`src/rtl/axi_write_master.sv`:
```
// AXI3 write-channel initiator: one outstanding burst at a time (AW, then W beats, then B).
// Beats are forwarded from the local device with a one-deep W output register.
module axi_write_master #(
  parameter int buswidth  = 32,
  parameter int strbwidth = buswidth / 8
) (
  input  logic                 ACLK,
  input  logic                 ARESETn,
  input  logic                 req_valid,
  output logic                 req_ready,
  input  logic [3:0]           req_id,
  input  logic [31:0]          req_addr,
  input  logic [3:0]           req_len,
  input  logic [2:0]           req_size,
  input  logic [1:0]           req_burst,
  input  logic [buswidth-1:0]  wr_data,
  input  logic [strbwidth-1:0] wr_strb,
  input  logic                 wr_data_valid,
  output logic                 wr_data_ready,
  output logic                 done,
  output logic [1:0]           done_resp,
  output logic [3:0]           AWID,
  output logic [31:0]          AWADDR,
  output logic [3:0]           AWLEN,
  output logic [2:0]           AWSIZE,
  output logic [1:0]           AWBURST,
  output logic [1:0]           AWLOCK,
  output logic [3:0]           AWCACHE,
  output logic [2:0]           AWPROT,
  output logic                 AWVALID,
  input  logic                 AWREADY,
  output logic [3:0]           WID,
  output logic [buswidth-1:0]  WDATA,
  output logic [strbwidth-1:0] WSTRB,
  output logic                 WLAST,
  output logic                 WVALID,
  input  logic                 WREADY,
  input  logic [3:0]           BID,
  input  logic [1:0]           BRESP,
  input  logic                 BVALID,
  output logic                 BREADY
);

  typedef enum logic [1:0] {IDLE, ADDR, DATA, RESP} state_t;

  state_t               state, state_nxt;
  logic [4:0]           count, count_nxt;
  logic [3:0]           awid_nxt, awlen_nxt, wid_nxt;
  logic [31:0]          awaddr_nxt;
  logic [2:0]           awsize_nxt;
  logic [1:0]           awburst_nxt, done_resp_nxt;
  logic                 awvalid_nxt, wvalid_nxt, wlast_nxt, bready_nxt, done_nxt;
  logic [buswidth-1:0]  wdata_nxt;
  logic [strbwidth-1:0] wstrb_nxt;
  logic                 load;

  assign AWLOCK  = 2'b00;
  assign AWCACHE = 4'b0000;
  assign AWPROT  = 3'b000;

  // Hold off a new request during the done cycle so completion and acceptance never overlap.
  assign req_ready     = (state == IDLE) && !done;
  // Count is one bit wider than AWLEN so a 16-beat burst terminates cleanly.
  assign wr_data_ready = (state == DATA) && (count <= {1'b0, AWLEN}) && (!WVALID || WREADY);
  assign load          = wr_data_valid && wr_data_ready;

  always_ff @(posedge ACLK) begin
    if (!ARESETn) begin
      state     <= IDLE;
      count     <= '0;
      AWID      <= '0;
      AWADDR    <= '0;
      AWLEN     <= '0;
      AWSIZE    <= '0;
      AWBURST   <= '0;
      AWVALID   <= 1'b0;
      WID       <= '0;
      WDATA     <= '0;
      WSTRB     <= '0;
      WLAST     <= 1'b0;
      WVALID    <= 1'b0;
      BREADY    <= 1'b0;
      done      <= 1'b0;
      done_resp <= 2'b00;
    end else begin
      state     <= state_nxt;
      count     <= count_nxt;
      AWID      <= awid_nxt;
      AWADDR    <= awaddr_nxt;
      AWLEN     <= awlen_nxt;
      AWSIZE    <= awsize_nxt;
      AWBURST   <= awburst_nxt;
      AWVALID   <= awvalid_nxt;
      WID       <= wid_nxt;
      WDATA     <= wdata_nxt;
      WSTRB     <= wstrb_nxt;
      WLAST     <= wlast_nxt;
      WVALID    <= wvalid_nxt;
      BREADY    <= bready_nxt;
      done      <= done_nxt;
      done_resp <= done_resp_nxt;
    end
  end

  always_comb begin
    state_nxt     = state;
    count_nxt     = count;
    awid_nxt      = AWID;
    awaddr_nxt    = AWADDR;
    awlen_nxt     = AWLEN;
    awsize_nxt    = AWSIZE;
    awburst_nxt   = AWBURST;
    awvalid_nxt   = AWVALID;
    wid_nxt       = WID;
    wdata_nxt     = WDATA;
    wstrb_nxt     = WSTRB;
    wlast_nxt     = WLAST;
    wvalid_nxt    = WVALID;
    bready_nxt    = BREADY;
    done_nxt      = 1'b0;
    done_resp_nxt = done_resp;

    case (state)
      IDLE: begin
        if (req_valid && req_ready) begin
          awid_nxt    = req_id;
          awaddr_nxt  = req_addr;
          awlen_nxt   = req_len;
          awsize_nxt  = req_size;
          awburst_nxt = req_burst;
          awvalid_nxt = 1'b1;
          count_nxt   = '0;
          state_nxt   = ADDR;
        end
      end
      ADDR: begin
        if (AWREADY) begin
          awvalid_nxt = 1'b0;
          state_nxt   = DATA;
        end
      end
      DATA: begin
        if (WVALID && WREADY && WLAST) begin
          wvalid_nxt = 1'b0;
          wlast_nxt  = 1'b0;
          bready_nxt = 1'b1;
          state_nxt  = RESP;
        end else if (load) begin
          wdata_nxt  = wr_data;
          wstrb_nxt  = wr_strb;
          wid_nxt    = AWID;
          wvalid_nxt = 1'b1;
          wlast_nxt  = (count == {1'b0, AWLEN});
          count_nxt  = count + 5'd1;
        end else if (WVALID && WREADY) begin
          wvalid_nxt = 1'b0;
          wlast_nxt  = 1'b0;
        end
      end
      RESP: begin
        if (BVALID) begin
          bready_nxt    = 1'b0;
          done_nxt      = 1'b1;
          done_resp_nxt = (BID == AWID) ? BRESP : 2'b10;
          state_nxt     = IDLE;
        end
      end
      default: begin
        state_nxt   = IDLE;
        awvalid_nxt = 1'b0;
        wvalid_nxt  = 1'b0;
        wlast_nxt   = 1'b0;
        bready_nxt  = 1'b0;
      end
    endcase
  end

endmodule

```
`config.mk`:
```
export PLATFORM = sky130hd
export DESIGN_NAME = axi_write_master
export DESIGN_NICKNAME = d
export VERILOG_FILES = /design/src/rtl/axi_write_master.sv
export SDC_FILE = /design/constraint.sdc
export NUM_CORES = 1
export LEC_CHECK = 0
export ABC_AREA = 1
export BUFFER_PORTS_ARGS = -buffer_cell sky130_fd_sc_hd__buf_2
export CORE_UTILIZATION = 45
export CTS_CLUSTER_SIZE = 16
export DETAILED_ROUTE_END_ITERATION = 12
export GPL_TIMING_DRIVEN = 0
export HOLD_SLACK_MARGIN = 0.1
export PLACE_DENSITY = 0.79
export REMOVE_ABC_BUFFERS = 1
export SKIP_CTS_REPAIR_TIMING = 1
export SLEW_MARGIN = 20
export SYNTH_ARGS = -nofsm -noshare
export SYNTH_HDL_FRONTEND = slang
export SYNTH_SLANG_ARGS = --single-unit
```
`constraint.sdc`:
```
create_clock -name ACLK -period 2 [get_ports ACLK]
set_input_delay 0.1 -clock ACLK [delete_from_list [all_inputs] [get_ports ACLK]]
set_output_delay 0.1 -clock ACLK [all_outputs]
set_load 0.01 [all_outputs]
```
==> results of run 1 <==
-- flip-flops by register name, indices dropped and copies added (netlist names), 2 cells and up --
| signal | cells |
|---|---|
| AWADDR | 32 |
| state | 2 |
| AWBURST | 2 |
| done_resp | 2 |
| WSTRB | 4 |
| AWSIZE | 3 |
| AWLEN | 4 |
| WID | 4 |
| WDATA | 32 |
| count | 5 |
| AWID | 4 |
-- tightest hold or removal path: stages --
cell and delay, ns:
sky130_fd_sc_hd__buf_2 0.08, sky130_fd_sc_hd__nor2_1 0.05, sky130_fd_sc_hd__nor2_2 0.12, sky130_fd_sc_hd__a211oi_1 0.08
-- layer usage --
| layer | GRT usage | up-vias | share of wire |
|---|---|---|---|
| li1 | - | 2140 | - |
| met1 | 0.231 | 2044 | 0.37 |
| met2 | 0.384 | 233 | 0.51 |
| met3 | 0.0447 | 61 | 0.071 |
| met4 | 0.0871 | 0 | 0.041 |
| met5 | 0 | - | 0 |
-- where the power goes --
group | total [µW] | switching, µW | internal (µW)
clock | 1380 | 675 | 703
combinational | 2620 | 1580 | 1040
sequential | 2690 | 273 | 2420
-- cells by family after synthesis --
group / share of synthesized area
other cells: 0.000957
xor+xnor: 0.00894
simple gates: 0.229
compound gates: 0.147
flops: 0.506
fa+ha+maj: 0.0287
buf+inv: 0.0807
-- worst min path at each step --
stage / end / slack [ns]
finish: AWVALID / 0.13
floorplan: count[0] / 0.22
global route: AWVALID / 0.12
detailed placement: AWLEN[0] / 0.33
CTS: AWADDR[20] / -0.05
global placement: AWID[1] / 0.32
-- metrics by stage --
| step | worst slack [ns] | total power [µW] | utilization | hold WS [ns] |
|---|---|---|---|---|
| 2_1_floorplan | -0.288 | 3980 | - | 0.220 |
| 6_report | 0.0572 | 6690 | 0.724 | 0.130 |
| 3_5_place_dp | -0.986 | 4850 | 0.578 | 0.329 |
| 3_3_place_gp | -1.04 | 4720 | 0.575 | 0.322 |
| 4_1_cts | -1.00 | 6210 | 0.603 | -0.0457 |
| 5_1_grt | -0.183 | 7140 | 0.724 | 0.124 |
-- final cells by class --
type	count	area, µm²	share of cell area
sequential	99	1980	0.329
inverter	26	113	0.0186
tap	105	131	0.0218
timing repair buffer	277	1850	0.306
clock buffer	11	131	0.0218
timing repair inverter	1	8.76	0.00145
multi-input combinational	359	1750	0.289
clock inverter	4	76.3	0.0126
-- Yosys cell counts --
master	instances
sky130_fd_sc_hd__inv_1	22
sky130_fd_sc_hd__nand4_1	1
sky130_fd_sc_hd__buf_1	1
sky130_fd_sc_hd__a21boi_0	1
sky130_fd_sc_hd__nor3_1	1
sky130_fd_sc_hd__or2_0	1
sky130_fd_sc_hd__a221oi_1	1
sky130_fd_sc_hd__xnor2_1	4
sky130_fd_sc_hd__inv_2	4
sky130_fd_sc_hd__buf_2	7
sky130_fd_sc_hd__nor2_2	3
sky130_fd_sc_hd__dfxtp_1	99
sky130_fd_sc_hd__nand2_1	107
sky130_fd_sc_hd__buf_6	5
sky130_fd_sc_hd__a211oi_1	2
sky130_fd_sc_hd__nand4_4	1
sky130_fd_sc_hd__conb_1	1
sky130_fd_sc_hd__o211ai_1	1
sky130_fd_sc_hd__nor3b_4	1
sky130_fd_sc_hd__nor2_1	98
sky130_fd_sc_hd__buf_4	9
sky130_fd_sc_hd__clkbuf_1	15
sky130_fd_sc_hd__ha_1	9
sky130_fd_sc_hd__nand3_1	10
sky130_fd_sc_hd__a21oi_1	56
sky130_fd_sc_hd__o21ai_0	51
==> results.yml, run 1 <==
setup_path:
  cp.buffers_inverters: 3
  timing.reg2reg.worst_path_depth: 9
  arrival_ns: 1.84
  setup.worst_path.end: "wr_data_ready"
  crit_chain: "inv_1 -> ha_4 -> inv_1 -> a21oi_4 -> a21boi_0 -> buf_2"
  cp_common_cell: "sky130_fd_sc_hd__inv_1"
  critical-path-top-delay-family: "compound AO/OA/AOI/OAI gates"
  setup.worst_path.end_class: "output port"
  critical_path_class: "flop to output port"
  critPathLaunch: "state[0]"
  cp_num_cells: 6
  r2r_endpoint: "WDATA[14]"
  path_max_fanout: 11
  max_stage_delay_ns: 0.34
  reg2reg_slack_ns: 0.07
  cpMaxStageDelayCell: "sky130_fd_sc_hd__dfxtp_1"
  timing.critical_path.from_type: "flop"
  worstReg2RegStart: "state[0]"
  cp.required_ns: 1.90
finish:
  area_delta_synth_final_pct: 54.1
  post_layout_nets: 876
  layout.cells.most_common: "sky130_fd_sc_hd__buf_2"
  n_fill_cell: 626
  mostFrequentLayoutCells: "sky130_fd_sc_hd__buf_2, sky130_fd_sc_hd__nand2_1, sky130_fd_sc_hd__nor2_1"
  ant_diodes: 0
  final_layout_size_suffix_gt1_frac: 0.291
  layoutNonFillerInstCount: 882
  final_cell_area_um2: 6040
routing:
  drt_drc_violations_left: 0
  routedWlPerCell_um: 14.7
  drt_first_iter_violations: 264
  antenna_viol_nets_final: 0
  drt_pass1_iterations: 6
  drt_total_wl_mm: 12.9
  vias: 4478
  detail_route.vias_per_cell: 5.08
global_routing:
  leftover_overflow_at_the_end_of_global_routing: 0
  grt_start_max_net_pins: 55
  first_global_vias: 3467
  grt_antenna_before_repair: 0
  grt_first_pass_wirelength_mm: 15.1
  grt_usage: 0.209
die:
  core_region_area_um2: 8340
  io_pins: 197
  std_cell_rows: 33
  dieArea_um2: 9090
  initial_core_utilization: 0.470
  die_h_um: 95.3
  horizontal_die_dimension_um: 95.3
clocking:
  cts-buffers-inserted: 9
  clock_sinks: 99
  tritoncts: "yes"
  cts_max_path_buffers: 2
  cts_root_buffer: "sky130_fd_sc_hd__clkbuf_8"
  clock_insertion_delay_worst_skew_ns: 0.35
  worst_setup_hold_path_clk_slew_ns: 0.09
  cts.htree.levels: 3
hold_path:
  hold_path.startpoint: "AWREADY"
  worst_hold_path_type: "primary input to flop"
  hold_path_depth: 4
power:
  leakage_uw: 0.00291
  cellPowerDensity_nw_per_um2: 1110
  worst_ir_drop_vdd_uv: 603
yosys:
  synth.avg_cell_area_um2: 7.67
  ys_seq_elements: 99
  yosys.area.top_type_share: 0.506
  cell_variety_after_synth: 26
  seq_total_area_yosys: 0.506
  synthCells: 511
  synth_area_um2: 3920
  netlist_top_cells_area: "sky130_fd_sc_hd__dfxtp_1, sky130_fd_sc_hd__nand2_1, sky130_fd_sc_hd__nor2_1"
  dominant_cell_type_by_area_after_synthesis: "sky130_fd_sc_hd__dfxtp_1"
  yosysWarnings: 0
run_status:
  run_status: "finished clean"
sta:
  tns_ns: 0
  finalSetupViolCount: 0
  hold_viol: 0
  tightest_slew_ns: 0.820
  finalMaxSlewViolations: 0
  timing.fmax_mhz: 515
  timing.slew.headroom: 0.453
  finalClockSkew_ns: 0.0144
  fin_crit_sh: 0.971
  finalWorstPathRequiredPeriod_ns: 1.94
run:
  drv.max_cap_violation_count: 0
place:
  gp_congestion: 0.735
  post_dp_cell_area_um2: 4820
  post-place-cells: 776
  buffer_ports.inserted: 187
  detailed_place_hpwl_mm: 6.90
Power figures use the tool's default switching activity.
==> run 2: changes to the inputs <==
CORE_ASPECT_RATIO = 0.7   (was unset)
==> run 2 against run 1 <==
  * Global-route usage up 0.51 points
  * Flip-flop and latch count unchanged
  * Combinational power up 3%
  * Utilization up 0.65 points
  * Die area about the same
  * Clock skew down 0.0045 ns
  * First-iteration DRC count down 1.1%
  * Largest power group unchanged
  * Largest cell class unchanged
  * Non-clock buffer count down 1
  * Critical path depth up 3
==> results.yml, run 2 (synthesized netlist as in run 1, its figures left out) <==
finish:
  reg.largest.list: "AWADDR (32), WDATA (32), count (5)"
  mostFrequentLayoutCells: "sky130_fd_sc_hd__buf_2, sky130_fd_sc_hd__nand2_1, sky130_fd_sc_hd__dfxtp_1"
  ant_diodes: 0
  area_delta_synth_final_pct: 57.4
  post_layout_nets: 877
  layout.cells.most_common: "sky130_fd_sc_hd__buf_2"
  final_layout_size_suffix_gt1_frac: 0.299
routing:
  routedWlPerCell_um: 15.0
  drt_total_wl_mm: 13.5
  vias: 4534
  drt_first_iter_violations: 261
  detail_route.vias_per_cell: 5.04
  drt_drc_violations_left: 0
  drt_pass1_iterations: 5
  antenna_viol_nets_final: 0
setup_path:
  path_max_fanout: 22
  arrival_ns: 2.15
  cp.required_ns: 2.19
  critical_path_class: "flop to flop"
  setup.worst_path.end_class: "flop"
  timing.critical_path.from_type: "flop"
clocking:
  clock_sinks: 99
  cts-buffers-inserted: 9
  cts.htree.levels: 3
  cts_max_path_buffers: 2
  tritoncts: "yes"
  cts_root_buffer: "sky130_fd_sc_hd__clkbuf_16"
  worst_setup_hold_path_clk_slew_ns: 0.07
  clock_insertion_delay_worst_skew_ns: 0.34
die:
  horizontal_die_dimension_um: 114
  dieArea_um2: 9090
  core_region_area_um2: 8440
  initial_core_utilization: 0.464
  die_h_um: 80.1
  std_cell_rows: 28
  io_pins: 197
global_routing:
  use_met1: 0.244
  leftover_overflow_at_the_end_of_global_routing: 0
  first_global_vias: 3519
  grt_first_pass_wirelength_mm: 15.4
  met3_usage: 0.0634
  grt-busiest-layer: "met2"
  grt_antenna_before_repair: 0
  gr-usage-met2: 0.373
  grt_start_max_net_pins: 55
  grt_usage: 0.214
sta:
  finalMaxSlewViolations: 0
  finalSetupViolCount: 0
  timing.slew.headroom: 0.415
  fin_crit_sh: 0.978
  hold_viol: 0
  finalWorstPathRequiredPeriod_ns: 1.96
  timing.fmax_mhz: 511
  tightest_slew_ns: 0.877
  finalClockSkew_ns: 0.00990
  tns_ns: 0
power:
  switching_power_uw: 2690
  post-layout-total-power_uw: 7140
  clock_power_share: 0.245
  cell_internal_pwr_uw: 4440
  p_comb_frac: 0.377
  worst_ir_drop_vdd_uv: 683
  seqPwrFrac: 0.378
  cellPowerDensity_nw_per_um2: 1160
  leakage_uw: 0.00297
  switching_share: 0.377
place:
  gp_congestion: 0.790
  buffer_ports.inserted: 187
  detailed_place_hpwl_mm: 6.90
run_status:
  run_status: "finished clean"
run:
  drv.max_cap_violation_count: 0
hold_path:
  worst_hold_path_type: "primary input to flop"
-- run 2: cell types whose count changed in the layout (fill, tap and decap cells not counted), moves of 2 or more --
cell	previous run	this run
sky130_fd_sc_hd__clkbuf_16	0	9
sky130_fd_sc_hd__clkbuf_8	9	0
sky130_fd_sc_hd__buf_4	2	5
sky130_fd_sc_hd__inv_6	1	4
sky130_fd_sc_hd__buf_6	2	0
sky130_fd_sc_hd__clkbuf_1	2	0
sky130_fd_sc_hd__clkinv_2	0	2
sky130_fd_sc_hd__dfxtp_1	97	99
sky130_fd_sc_hd__dfxtp_2	2	0
sky130_fd_sc_hd__dlygate4sd3_1	84	82
-- run 2: power by group through the flow --
stage	combinational, µW	sequential (µW)	clock [µW]
after floorplan	1100	2890	0
after global placement	2030	2680	0
after detailed placement	2130	2710	0
after CTS	2140	2670	1770
after global routing	2940	2750	1850
final	2690	2700	1750
-- run 2: through the flow --
step	std cells	setup WS [ns]	utilization	area (µm²)	hold WS [ns]
finish	899	0.0439	0.731	6170	0.0491
global route	899	-0.0813	0.731	6170	0.107
CTS	806	-1.06	0.607	5130	-0.0341
detailed placement	790	-0.985	0.572	4830	0.327
global placement	789	-1.08	0.571	4820	0.321
floorplan	482	-0.288	-	3730	0.220
-- run 2: area by class of cell --
cell class                      instances  area [µm²]
Tap cell                              120         150
Multi-Input combinational cell        360        1760
Timing Repair inverter                  2        17.5
Inverter                               26         125
Sequential cell                        99        1980
Timing Repair Buffer                  276        1830
Clock buffer                            9         225
Fill cell                             597        2270
Clock inverter                          7        75.1
-- run 2: path summary, 6_finish.rpt --
path         startpoint        end  slack, ns  cells after the start
max            count[2]  WDATA[27]       0.04                      9
min          req_len[3]   AWLEN[3]       0.05                      3
max reg2reg    count[2]  WDATA[27]       0.04                      9
min reg2reg    WDATA[4]   WDATA[4]       0.46                      2
-- run 2: metal layers --
metal / share of wire / up-vias
li1: - / 2152
met1: 0.39 / 2066
met2: 0.50 / 247
met3: 0.068 / 69
met4: 0.039 / 0
met5: 0 / -
-- run 2: critical path, stage by stage (launching register included) --
cell and delay (ns):
sky130_fd_sc_hd__dfxtp_1 0.43, sky130_fd_sc_hd__ha_1 0.28, sky130_fd_sc_hd__nand2_1 0.06, sky130_fd_sc_hd__inv_1 0.06
sky130_fd_sc_hd__nand3_1 0.09, sky130_fd_sc_hd__nand3_2 0.10, sky130_fd_sc_hd__nand2_4 0.14, sky130_fd_sc_hd__nand4_4 0.34
sky130_fd_sc_hd__nand2_1 0.20, sky130_fd_sc_hd__a21oi_1 0.10
